`config.mk`:
```
export PLATFORM = sky130hd
export DESIGN_NAME = key_filter
export DESIGN_NICKNAME = d
export VERILOG_FILES = /design/src/rtl/key_filter.sv
export SDC_FILE = /design/constraint.sdc
export NUM_CORES = 1
export LEC_CHECK = 0
export BUFFER_PORTS_ARGS = -buffer_cell sky130_fd_sc_hd__buf_2
export CAP_MARGIN = 5
export CORE_UTILIZATION = 50
export DETAILED_ROUTE_END_ITERATION = 16
export HOLD_SLACK_MARGIN = 0.12
export PLACE_DENSITY = 0.74
export SYNTH_ARGS = -nofsm -noshare
export SYNTH_HDL_FRONTEND = slang
export SYNTH_SLANG_ARGS = --single-unit
```
`constraint.sdc`:
```
create_clock -name sys_clk -period 3.3 [get_ports sys_clk]
set_input_delay 0.495 -clock sys_clk [delete_from_list [all_inputs] [get_ports sys_clk]]
set_output_delay 0.495 -clock sys_clk [all_outputs]
set_load 0.01 [all_outputs]
```
`src/rtl/key_filter.sv`:
```
// key_filter: push-button debouncer.
//
// Turns a raw, bouncing, asynchronous key level into a clean debounced level
// plus single-cycle press/release pulses for downstream logic.
//
// Ports:
//   sys_clk          in   system clock, all logic on the rising edge
//   sys_rest_n       in   synchronous active-low reset
//   key_in           in   raw asynchronous key level (bouncing)
//   key_flag         out  one-cycle pulse on a debounced press
//   key_release_flag out  one-cycle pulse on a debounced release
//   key_state        out  debounced level, 1 = pressed, 0 = released
//
// There is no handshake: key_flag / key_release_flag are fire-and-forget
// pulses, valid for exactly the one cycle they are high, with no ready/back-
// pressure. key_state is a level that is valid every cycle.
//
// A new level is accepted only after CNT_MAX consecutive synchronized cycles
// of that level; any single cycle of the old level restarts filtering.
// The FSM state is kept in state_q (typed enum) for checkers to bind to.

module key_filter #(
    parameter logic [19:0] CNT_MAX    = 20'd999_999,
    parameter logic        KEY_ACTIVE = 1'b0
) (
    input  logic sys_clk,
    input  logic sys_rest_n,
    input  logic key_in,
    output logic key_flag,
    output logic key_release_flag,
    output logic key_state
);

    localparam int unsigned CW = $clog2(CNT_MAX + 1);
    // Last count value of a filter run; reaching it with the new level still
    // present completes the CNT_MAX-cycle qualification.
    localparam logic [CW-1:0] CNT_LAST = CW'(CNT_MAX - 20'd1);

    typedef enum logic [1:0] {
        IDLE   = 2'd0,
        P_FILT = 2'd1,
        DOWN   = 2'd2,
        R_FILT = 2'd3
    } state_t;

    // Two-flop synchronizer for the asynchronous key pin.
    logic    sync1_q, sync2_q;

    state_t  state_q, state_d;
    logic [CW-1:0] cnt_q, cnt_d;
    logic    key_state_q, key_state_d;
    logic    key_flag_q, key_flag_d;
    logic    key_rel_q, key_rel_d;
    logic    act;

    assign act = (sync2_q == KEY_ACTIVE);

    always_ff @(posedge sys_clk) begin
        if (!sys_rest_n) begin
            sync1_q     <= ~KEY_ACTIVE;
            sync2_q     <= ~KEY_ACTIVE;
            state_q     <= IDLE;
            cnt_q       <= '0;
            key_state_q <= 1'b0;
            key_flag_q  <= 1'b0;
            key_rel_q   <= 1'b0;
        end else begin
            sync1_q     <= key_in;
            sync2_q     <= sync1_q;
            state_q     <= state_d;
            cnt_q       <= cnt_d;
            key_state_q <= key_state_d;
            key_flag_q  <= key_flag_d;
            key_rel_q   <= key_rel_d;
        end
    end

    always_comb begin
        state_d     = state_q;
        cnt_d       = cnt_q;
        key_state_d = key_state_q;
        key_flag_d  = 1'b0;
        key_rel_d   = 1'b0;

        case (state_q)
            IDLE: begin
                if (act) begin
                    state_d = P_FILT;
                    cnt_d   = CW'(1);
                end else begin
                    cnt_d   = '0;
                end
            end

            P_FILT: begin
                if (!act) begin
                    // Bounce back to released: discard the partial run.
                    state_d = IDLE;
                    cnt_d   = '0;
                end else if (cnt_q == CNT_LAST) begin
                    state_d     = DOWN;
                    cnt_d       = '0;
                    key_state_d = 1'b1;
                    key_flag_d  = 1'b1;
                end else begin
                    cnt_d = cnt_q + CW'(1);
                end
            end

            DOWN: begin
                if (!act) begin
                    state_d = R_FILT;
                    cnt_d   = CW'(1);
                end
            end

            R_FILT: begin
                if (act) begin
                    // Release bounce: still pressed.
                    state_d = DOWN;
                    cnt_d   = '0;
                end else if (cnt_q == CNT_LAST) begin
                    state_d     = IDLE;
                    cnt_d       = '0;
                    key_state_d = 1'b0;
                    key_rel_d   = 1'b1;
                end else begin
                    cnt_d = cnt_q + CW'(1);
                end
            end

            default: begin
                state_d = IDLE;
                cnt_d   = '0;
            end
        endcase
    end

    assign key_flag         = key_flag_q;
    assign key_release_flag = key_rel_q;
    assign key_state        = key_state_q;

endmodule

```
==> impl_metrics.py <==
metrics = {
    "route": {
        "route.detailed.drc": 0,
        "drtIter0Drc": 16,
        "vias": 1082,
        "vias_per_cell": 5.76,
        "dr_wl_met3_um": 91,
        "wl_per_cell_um": 13.6,
        "drt-met1-wl_um": 1310,
        "dr_wl_met2_um": 1140,
        "wirelength_um": 2560,
        "highest_layer": "met4",
        "antenna_left": 0,
        "first_pass_iters": 4,
    },
    "floorplan": {
        "die-width_um": 53.7,
        "dieArea_um2": 2880,
        "ios": 6,
        "num_rows": 18,
        "core_um2": 2500,
        "initial_core_util_pct": 53.4,
        "die_y_um": 53.7,
    },
    "worst_setup_path": {
        "reg2reg_to": "cnt_q[8]$_SDFFE_PN0N_",
        "worstPathCellList": "inv_1 > ha_1 > and4bb_2 > and4b_2 > a21oi_2 > o21ai_0 > a31oi_1",
        "crit_type": "flop to flop",
        "regToRegSetupSlack_ns": 1.10,
        "critPathMaxStageDelay_ns": 0.52,
        "endpoint": "cnt_q[8]$_SDFFE_PN0N_",
        "slowest_stage": "a21oi_2",
        "cp_data_required_time_ns": 3.55,
        "setup.worst_path.start": "cnt_q[0]$_SDFFE_PN0N_",
        "worstSetupEndpointType": "flop",
        "worstPathMaxFanout": 15,
        "start_kind": "flop",
        "r2r_cells": 7,
        "rr_startpoint": "cnt_q[0]$_SDFFE_PN0N_",
        "worstPathArrival_ns": 2.45,
    },
    "clock_tree": {
        "cts_root_buf": "clkbuf_4",
        "cts.clk_slew.worst_paths_ns": 0.14,
        "cts_hold_buf": 0,
        "clock_sinks": 27,
        "cts_buffer_depth": 2,
        "cts.htree.levels": 1,
        "numCtsBuffers": 3,
        "clk_latency_ns": 0.31,
        "post-cts-setup-buffers": 0,
        "ctsResizeCount": 0,
        "tritoncts": "done",
    },
    "grt": {
        "grt_pass1_wl_um": 4340,
        "grt_util_all_layers_pct": 21.2,
        "grt-ovfl-total": 0,
        "antenna_found_initial": 0,
        "grt_pass1_vias": 957,
        "grt_max_degree": 16,
    },
    "sta": {
        "finalCritPeriodShare_pct": 66.8,
        "hold-worst-slack_ns": 0.354,
        "min_period_ns": 2.20,
        "grt_setup_unrepaired": "false",
        "tightest_slew_ns": 0.695,
        "max_slew_margin_pct": 53.0,
        "drv_slew": 0,
        "setup_ws_ns": 1.10,
        "final_hold_viol_count": 0,
        "fmax_mhz": 454,
        "clock_skew_ns": 0.00276,
        "finalSetupViolations": 0,
        "finalSetupTns_ns": 0,
    },
    "synth": {
        "synth_seq_cells": 27,
        "yosysWarnings": 0,
        "yosysTopAreaCellShare_pct": 40.5,
        "avgSynthCellArea_um2": 8.61,
        "synth_cell_types": 38,
        "seq_area_frac_synth_pct": 40.5,
        "synth_largest_area_cell": "dfxtp_1",
        "synth-edff-count": 0,
        "netlist_instances": 155,
        "syn-num-nets": 160,
        "netlist_area_um2": 1330,
        "synth.top_cells.by_area": "dfxtp_1 (41%), nand2_1 (5.6%), xor2_1 (4.6%), o21ai_0 (3.8%), nor2_1 (3.7%)",
        "synthArstFlopShare_pct": 0,
        "synth_ff_type": "dfxtp_1",
    },
    "layout": {
        "drive_gt1_share_pct": 10.8,
        "antenna_cells": 0,
        "finalNetCount": 164,
        "fillers": 247,
        "fin_cells": 188,
        "final_common_cell": "dfxtp_1",
        "fin_util_pct": 55.0,
        "areaGrowthSynthToFinish_pct": 3.00,
        "final_area_um2": 1370,
        "mostFrequentLayoutCells": "dfxtp_1 (27), nand2_1 (20), nor2_1 (13), o21ai_0 (10), nand3_1 (9)",
    },
    "hold_path": {
        "hold_path_class": "input port to flop",
        "hold_depth": 2,
    },
    "place": {
        "dp_hpwl_um": 1840,
        "placed_cell_area_um2": 1350,
        "port_buffers": 5,
        "dp_cells": 184,
        "pre_cts_ws_ns": 1.13,
        "gp_congestion": 0.802,
    },
    "pwr": {
        "p_seq_share_pct": 69.5,
        "max-vdd-ir-drop_mv": 0.219,
        "internal-power_mw": 0.378,
        "swShare_pct": 20.4,
        "net-switching-power_mw": 0.0969,
        "clkPwrFrac_pct": 29.0,
        "p_per_area_nw_per_um2": 346,
        "p_leak_nw": 0.472,
        "finalPower_mw": 0.475,
        "combPwrFrac_pct": 1.5,
    },
    "outcome": {
        "status": "complete, no violations",
    },
    "run": {
        "maxCapViolCount": 0,
    },
}
[per-layer routing]
layer  vias to the layer above  GRT usage (%)
li1                        553              -
met1                       507           29.5
met2                        20           33.3
met3                         2           2.54
met4                         0           7.89
met5                         -              0
[sequential cells by signal, summed over array words and instances (netlist names), named ones only]
signal,cells
state_q,1
key_flag,1
key_release_flag,1
cnt_q,20
key_state,1
sync1_q,1
sync2_q,1
[cell families after synthesis]
family,synth area share (%)
xor gates and xnor gates,7.22
DFF,40.5
and+or+nand+nor,28.1
muxes,1.88
buffers and inverters,5.07
AOI/OAI and AO/OA,15.3
adders and majority gates,1.88
[worst max-delay path: cells and delay by family (launching register included)]
family | cells | cell delay [ns]
flops | 1 | 0.46
buf+inv | 1 | 0.07
fa+ha+maj | 1 | 0.19
simple gates | 2 | 0.45
compound gates | 3 | 0.96
[cell usage after synthesis, types with 2 or more instances]
| library cell | instances |
|---|---|
| dfxtp_1 | 27 |
| nand2_1 | 20 |
| nor2_1 | 13 |
| o21ai_0 | 10 |
| nand3_1 | 9 |
| a21oi_1 | 8 |
| a31oi_1 | 7 |
| xor2_1 | 7 |
| inv_1 | 5 |
| nand2b_1 | 4 |
| nand4_1 | 4 |
| xnor2_1 | 4 |
| and3_1 | 3 |
| buf_6 | 3 |
| and2_1 | 2 |
| and3_2 | 2 |
| clkbuf_1 | 2 |
| ha_1 | 2 |
| nor3_1 | 2 |
| o21a_1 | 2 |
| o22ai_1 | 2 |
[final cells by class]
type | count | area (um^2) | share of cell area [%]
Multi-Input combinational cell | 117 | 726 | 52.8
Sequential cell | 27 | 541 | 39.3
Tap cell | 30 | 37.5 | 2.73
Clock buffer | 4 | 26.3 | 1.91
Timing Repair Buffer | 5 | 25.0 | 1.82
Inverter | 5 | 18.8 | 1.37
[power groups by stage]
stage / clock [mW] / combinational [mW] / sequential [mW]
2_1_floorplan: 0 / 0.00806 / 0.336
3_5_place_dp: 0 / 0.00732 / 0.337
3_3_place_gp: 0 / 0.00709 / 0.337
6_report: 0.138 / 0.00733 / 0.330
5_1_grt: 0.154 / 0.00836 / 0.331
4_1_cts: 0.146 / 0.00739 / 0.330
[how the worst min path moves through the flow]
stage,to,start
5_1_grt,sync1_q$_SDFF_PN1_,key_in
3_3_place_gp,sync2_q$_SDFF_PN1_,sync1_q$_SDFF_PN1_
4_1_cts,sync1_q$_SDFF_PN1_,key_in
3_5_place_dp,sync2_q$_SDFF_PN1_,sync1_q$_SDFF_PN1_
2_1_floorplan,sync2_q$_SDFF_PN1_,sync1_q$_SDFF_PN1_
6_report,sync1_q$_SDFF_PN1_,key_in
Power figures use the tool's default switching activity.
